==> config.mk <==
export PLATFORM = sky130hd
export DESIGN_NAME = em_stream_driver
export DESIGN_NICKNAME = d
export VERILOG_FILES = /design/src/rtl/em_stream_driver.sv
export SDC_FILE = /design/constraint.sdc
export NUM_CORES = 1
export LEC_CHECK = 0
export ABC_AREA = 1
export BUFFER_PORTS_ARGS = -buffer_cell sky130_fd_sc_hd__buf_2
export CORE_AREA = 3 3 427 429
export CTS_BUF_LIST = sky130_fd_sc_hd__clkbuf_4 sky130_fd_sc_hd__clkbuf_8
export CTS_CLUSTER_SIZE = 30
export DETAILED_ROUTE_END_ITERATION = 10
export DIE_AREA = 0 0 430 432
export GPL_TIMING_DRIVEN = 0
export PLACE_DENSITY = 0.33
export SYNTH_ARGS = -nofsm -noshare
export SYNTH_HDL_FRONTEND = slang
export SYNTH_SLANG_ARGS = --single-unit
==> constraint.sdc <==
create_clock -name clk_i -period 1.4 [get_ports clk_i]
set_input_delay 0.14 -clock clk_i [delete_from_list [all_inputs] [get_ports clk_i]]
set_output_delay 0.14 -clock clk_i [all_outputs]
set_load 0.03 [all_outputs]
==> src/rtl/em_stream_driver.sv <==
// em_stream_driver: sequences spin, weight rows and energy between host, weight SRAM and energy monitor.
// Define EM_DRV_PREFETCH_EN to replace the single row buffer with a 2-entry prefetching FIFO.
module em_stream_driver #(
  parameter int NUM_SPIN = 256,
  parameter int NUM_ROWS = 256,
  parameter int ROW_W    = 256,
  parameter int ENERGY_W = 32,
  parameter int AW       = $clog2(NUM_ROWS)
) (
  input  logic                clk_i,
  input  logic                rst_ni,
  input  logic                en_i,
  input  logic                cmd_valid_i,
  output logic                cmd_ready_o,
  input  logic [NUM_SPIN-1:0] cmd_spin_i,
  output logic                wmem_req_o,
  output logic [AW-1:0]       wmem_addr_o,
  input  logic [ROW_W-1:0]    wmem_rdata_i,
  output logic                spin_valid_o,
  input  logic                spin_ready_i,
  output logic [NUM_SPIN-1:0] spin_o,
  output logic                weight_valid_o,
  input  logic                weight_ready_i,
  output logic [ROW_W-1:0]    weight_o,
  input  logic                energy_valid_i,
  output logic                energy_ready_o,
  input  logic [ENERGY_W-1:0] energy_i,
  output logic                result_valid_o,
  input  logic                result_ready_i,
  output logic [ENERGY_W-1:0] result_o,
  output logic                busy_o
);

  typedef enum logic [2:0] {
    ST_IDLE   = 3'd0,
    ST_SPIN   = 3'd1,
    ST_STREAM = 3'd2,
    ST_WAIT_E = 3'd3,
    ST_RESULT = 3'd4
  } state_t;

  localparam logic [AW:0] C_ONE  = {{AW{1'b0}}, 1'b1};
  localparam logic [AW:0] C_ROWS = (AW+1)'(NUM_ROWS);
  localparam logic [AW:0] C_LAST = C_ROWS - C_ONE;

  state_t              r_state;
  state_t              w_state_run;
  state_t              w_state_nxt;
  logic [NUM_SPIN-1:0] r_spin;
  logic [ENERGY_W-1:0] r_result;
  logic [AW:0]         r_fetch_cnt;
  logic [AW:0]         r_send_cnt;
  logic                r_rd_pend;
  logic                w_req;
  logic                w_buf_valid;
  logic [ROW_W-1:0]    w_buf_data;
  logic                w_cmd_hs;
  logic                w_weight_hs;
  logic                w_energy_hs;
  logic                w_rows_left;

  assign w_cmd_hs    = cmd_valid_i & cmd_ready_o;
  assign w_weight_hs = weight_valid_o & weight_ready_i;
  assign w_energy_hs = energy_valid_i & energy_ready_o;
  assign w_rows_left = (r_fetch_cnt != C_ROWS);

  assign wmem_req_o     = w_req;
  assign wmem_addr_o    = r_fetch_cnt[AW-1:0];
  assign spin_o         = r_spin;
  assign result_o       = r_result;
  assign weight_valid_o = w_buf_valid;
  assign weight_o       = w_buf_data;

  // State register
  always_ff @(posedge clk_i or negedge rst_ni) begin
    if (!rst_ni) begin
      r_state <= ST_IDLE;
    end else begin
      r_state <= w_state_nxt;
    end
  end

  // Next-state and handshake outputs; en_i low forces IDLE on the next edge
  always_comb begin
    w_state_run    = r_state;
    cmd_ready_o    = 1'b0;
    spin_valid_o   = 1'b0;
    energy_ready_o = 1'b0;
    result_valid_o = 1'b0;
    busy_o         = 1'b1;
    case (r_state)
      ST_IDLE: begin
        busy_o      = 1'b0;
        cmd_ready_o = en_i;
        if (cmd_valid_i) begin
          w_state_run = ST_SPIN;
        end else begin
          w_state_run = ST_IDLE;
        end
      end
      ST_SPIN: begin
        spin_valid_o = 1'b1;
        if (spin_ready_i) begin
          w_state_run = ST_STREAM;
        end else begin
          w_state_run = ST_SPIN;
        end
      end
      ST_STREAM: begin
        if (w_weight_hs && (r_send_cnt == C_LAST)) begin
          w_state_run = ST_WAIT_E;
        end else begin
          w_state_run = ST_STREAM;
        end
      end
      ST_WAIT_E: begin
        energy_ready_o = 1'b1;
        if (energy_valid_i) begin
          w_state_run = ST_RESULT;
        end else begin
          w_state_run = ST_WAIT_E;
        end
      end
      ST_RESULT: begin
        result_valid_o = 1'b1;
        if (result_ready_i) begin
          w_state_run = ST_IDLE;
        end else begin
          w_state_run = ST_RESULT;
        end
      end
      default: begin
        busy_o      = 1'b0;
        w_state_run = ST_IDLE;
      end
    endcase
    w_state_nxt = en_i ? w_state_run : ST_IDLE;
  end

  // Spin vector and energy result capture
  always_ff @(posedge clk_i or negedge rst_ni) begin
    if (!rst_ni) begin
      r_spin   <= '0;
      r_result <= '0;
    end else begin
      if (w_cmd_hs) begin
        r_spin <= cmd_spin_i;
      end
      if (w_energy_hs) begin
        r_result <= energy_i;
      end
    end
  end

  // Fetch and send counters, restarted per command and on disable
  always_ff @(posedge clk_i or negedge rst_ni) begin
    if (!rst_ni) begin
      r_fetch_cnt <= '0;
      r_send_cnt  <= '0;
    end else if (!en_i || w_cmd_hs) begin
      r_fetch_cnt <= '0;
      r_send_cnt  <= '0;
    end else begin
      if (w_req) begin
        r_fetch_cnt <= r_fetch_cnt + C_ONE;
      end
      if (w_weight_hs) begin
        r_send_cnt <= r_send_cnt + C_ONE;
      end
    end
  end

  // Read-outstanding flag; w_req is already gated by en_i so a disable drops it
  always_ff @(posedge clk_i or negedge rst_ni) begin
    if (!rst_ni) begin
      r_rd_pend <= 1'b0;
    end else begin
      r_rd_pend <= w_req;
    end
  end

`ifdef EM_DRV_PREFETCH_EN
  logic [ROW_W-1:0] r_fifo [2];
  logic             r_wr_ptr;
  logic             r_rd_ptr;
  logic [1:0]       r_cnt;
  logic [1:0]       w_level;

  // Counting the pop in the same cycle keeps rows flowing back to back
  assign w_level     = r_cnt + {1'b0, r_rd_pend} - {1'b0, w_weight_hs};
  assign w_req       = en_i & (r_state == ST_STREAM) & w_rows_left & (w_level < 2'd2);
  assign w_buf_valid = (r_cnt != 2'd0);
  assign w_buf_data  = r_fifo[r_rd_ptr];

  // Two-entry row FIFO
  always_ff @(posedge clk_i or negedge rst_ni) begin
    if (!rst_ni) begin
      r_fifo[0] <= '0;
      r_fifo[1] <= '0;
      r_wr_ptr  <= 1'b0;
      r_rd_ptr  <= 1'b0;
      r_cnt     <= 2'd0;
    end else if (!en_i) begin
      r_wr_ptr <= 1'b0;
      r_rd_ptr <= 1'b0;
      r_cnt    <= 2'd0;
    end else begin
      if (r_rd_pend) begin
        r_fifo[r_wr_ptr] <= wmem_rdata_i;
        r_wr_ptr         <= ~r_wr_ptr;
      end
      if (w_weight_hs) begin
        r_rd_ptr <= ~r_rd_ptr;
      end
      r_cnt <= r_cnt + {1'b0, r_rd_pend} - {1'b0, w_weight_hs};
    end
  end
`else
  logic [ROW_W-1:0] r_buf;
  logic             r_buf_full;

  assign w_req       = en_i & (r_state == ST_STREAM) & w_rows_left & ~r_buf_full & ~r_rd_pend;
  assign w_buf_valid = r_buf_full;
  assign w_buf_data  = r_buf;

  // Single-entry row buffer
  always_ff @(posedge clk_i or negedge rst_ni) begin
    if (!rst_ni) begin
      r_buf      <= '0;
      r_buf_full <= 1'b0;
    end else if (!en_i) begin
      r_buf_full <= 1'b0;
    end else if (r_rd_pend) begin
      r_buf      <= wmem_rdata_i;
      r_buf_full <= 1'b1;
    end else if (w_weight_hs) begin
      r_buf_full <= 1'b0;
    end
  end
`endif

endmodule
==> flow_summary.toml <==
[status]
run_status = "complete, but fails checks"
violations = "hold timing, setup timing"

[cells_and_area]
fin_area_sq_um = 50000
area_delta_synth_final_pct = 125
nets = 4935
layoutNonFillerInstCount = 6826
drive_gt1_frac = 0.482

[routing]
num_vias = 24500
drt-pass1-iter-count = 5
routedWlPerCell_um = 19.8
viasPerCell = 3.59
antenna_left = 0
drc = 0
drt-initial-drc-count = 941
drt_wl_total_um = 135000

[die]
start_util = 0.124
die_y_um = 432
dieArea_sq_um = 186000
fp.dieW_um = 430
core.rowCount = 155
num_io_pins = 1111
core-area_sq_um = 179000

[synth]
synth_seq_cells = 567
synthCells = 1924
ys_warn_count = 0
syn_area_sq_um = 22200
avgSynthCellArea_sq_um = 11.5
syn_nets = 2480
ys_types = 29
ys_seq_area_frac = 0.639

[critical_path]
path_class = "flop to primary output"
crit_buf_inv = 3
cp_data_arrival_time_ns = 1.91
rr_endpoint = "spin_o[43]"
cp_max_fo = 2
path_common_cell = "nand2_2"
end_kind = "primary output"
cp_top_family = "flip-flops"
slowest_stage = "dfrtp_1"
worst_setup_path_start_kind = "flop"
r2r_slack_ns = -0.57
cpPeakStageDelay_ns = 0.39
crit_required_ns = 1.26
worstPathCellList = "inv_2 -> ha_4 -> nand2_2 -> nor2_2 -> nand2_1 -> nand2_2 -> inv_4 -> buf_8"
reg2regPathDepth = 12
r2r_start = "r_state[0]"

[clock_network]
root_buffer = "clkbuf_8"
cts-htree-levels = 3
cts_made_buffers = 114
max-clock-path-buffers = 3
cts_hold_buffers = 1084
worstSkewPairLatency_ns = 0.88
cts.sinks = 567
clk_pin_slew_worst_paths_ns = 0.06
cts_tree = "built"

[place]
pre_cts_slack_ns = -1.40
port_buffers = 1110
place_congestion = 0.822
placed_cell_area_sq_um = 30900
hpwl_um = 95100
dp.cells = 5395

[flow_run]
drv_cap = 0

[sta]
finClkSkew_ns = 0.0395
layout_setup_ws_ns = -0.651
rsz0062_at_grt = "yes"
hold_violations = 207
max_clock_freq_mhz = 488
finalMaxSlewViolations = 0
worst_slew_pin_slew_ns = 1.06
final-setup-viol-count = 1116
hold_ws_ns = -0.492
post-route-period-util = 1.46
finalCriticalPeriod_ns = 2.05
max_slew_margin = 0.296

[global_routing]
grt_max_degree = 99
grt_pass1_wl_um = 184000
antenna_found_initial = 15
grt_pass1_vias = 25900
grt_use_total = 0.135
overflow = 0

[power_and_ir_drop]
power_density_nw_per_um2 = 1400
vdd_drop_max_mv = 0.796
leakage_nw = 25.5

[hold_path]
hold_class = "primary input to async pin"
==> synth_stat cells <==
cell type,n,area [sq um]
a21oi_1,4,20.0
buf_2,32,160
buf_4,38,285
buf_6,3,33.8
clkbuf_1,52,195
clkinv_1,1,3.75
dfrtp_1,567,14200
ha_1,4,50.1
inv_1,28,105
inv_2,1,3.75
mux2_2,259,2920
mux2_4,29,435
nand2_1,577,2170
nand2_2,1,6.26
nand3_1,22,110
nand3_2,1,10.0
nand3b_1,1,7.51
nand4_1,1,6.26
nor2_1,23,86.3
nor2_2,2,12.5
nor2_4,1,11.3
nor3_1,6,30.0
nor3b_1,3,22.5
nor4_1,1,6.26
o21ai_0,258,1290
o21ai_1,4,20.0
o31ai_1,3,22.5
or2_2,1,6.26
xor2_1,1,8.76
==> where the power goes <==
part	leakage [nW]	switching (mW)	internal, mW	total, mW
clock network	1.34	8.38	10.9	19.3
registers	7.18	2.51	20.7	23.2
logic	17.0	16.8	10.9	27.6
==> what timing repair did <==
item,in CTS,in global routing
setup buffers,63,60
hold endpoints to repair,801,232
endpoints found under the setup margin,1121,1229
pin swaps,7,12
gates resized for setup,342,880
cloned,20,33
==> worst register-to-register path, cell delays in order, from the launching register on <==
cell	delay, ns
dfrtp_2	0.45
nor2_4	0.16
buf_6	0.12
nand3_4	0.10
buf_12	0.15
nor2_4	0.12
buf_8	0.13
buf_6	0.12
clkbuf_16	0.19
buf_8	0.12
clkbuf_16	0.15
nand2_2	0.04
nand2_1	0.05
==> layer usage <==
metal	wire length, um	global-route usage
met1	52500	0.150
met2	69700	0.239
met3	7040	0.0329
met4	6160	0.0700
met5	87	0.00260
==> layout make-up <==
type	instances	area, sq um
fill	18800	129000
timing repair buffer	2356	19500
sequential	567	14200
multi-input combinational	1202	9430
tap	2355	2950
clock buffer	185	2290
buffer	108	1310
clock inverter	16	224
inverter	30	115
antenna	7	17.5
==> stage by stage <==
stage	utilization	power, mW	TNS [ns]
final	0.280	70.2	-263.79
after global routing	0.280	73.7	-388.60
after CTS	0.262	69.1	-460.22
after detailed placement	0.173	45.3	-616.38
after global placement	0.172	45.2	-8344.73
after floorplan	-	35.9	-1.54
==> worst max path at each step <==
stage                   start     endpoint  slack (ns)  cells after the start
2_1_floorplan            en_i  cmd_ready_o       -0.20                      4
3_3_place_gp           rst_ni  spin_o[117]      -14.05                      1
3_5_place_dp             en_i   spin_o[51]       -1.40                      6
4_1_cts        r_fetch_cnt[1]   wmem_req_o       -0.83                      8
5_1_grt        r_fetch_cnt[1]   wmem_req_o       -0.82                      8
6_report       r_fetch_cnt[1]   wmem_req_o       -0.65                      8
==> registers in the layout, indices dropped and copies added (netlist names) <==
register	flops
weight_valid_o	1
weight_o	256
r_send_cnt	9
r_fetch_cnt	9
result_o	32
spin_o	256
r_rd_pend	1
r_state	3
==> cells by family after synthesis <==
family / synth area share
compound gates: 0.0609
xor+xnor: 0.000394
fa+ha+maj: 0.00225
buf+inv: 0.0354
flops: 0.639
mux: 0.151
simple gates: 0.112
==> cells in the final DEF (no fill, tap or decap), types with 3 or more instances in the layout <==
cell type | synthesis | layout
dfrtp_1 | 567 | 554
clkbuf_1 | 52 | 27
o31ai_1 | 3 | 3
a21oi_1 | 4 | 4
buf_2 | 32 | 1097
nand2_8 | 0 | 7
inv_1 | 28 | 23
nor2_4 | 1 | 4
nor2_1 | 23 | 19
mux2_4 | 29 | 264
o21ai_2 | 0 | 12
nand3_1 | 22 | 20
buf_12 | 0 | 73
buf_16 | 0 | 23
nor2_2 | 2 | 3
mux2_2 | 259 | 24
nor3_1 | 6 | 5
o21ai_0 | 258 | 177
nor3b_1 | 3 | 3
nand2_4 | 0 | 90
nand2_2 | 1 | 163
nand2_1 | 577 | 318
inv_2 | 1 | 5
clkbuf_4 | 0 | 43
dfrtp_2 | 0 | 13
diode_2 | 0 | 7
o21ai_1 | 4 | 73
buf_6 | 3 | 63
clkbuf_16 | 0 | 33
dlygate4sd3_1 | 0 | 1080
buf_8 | 0 | 35
clkinv_2 | 0 | 5
clkbuf_8 | 0 | 144
buf_4 | 38 | 30
bufinv_16 | 0 | 3
No activity file was read; power rests on OpenSTA's default activity.
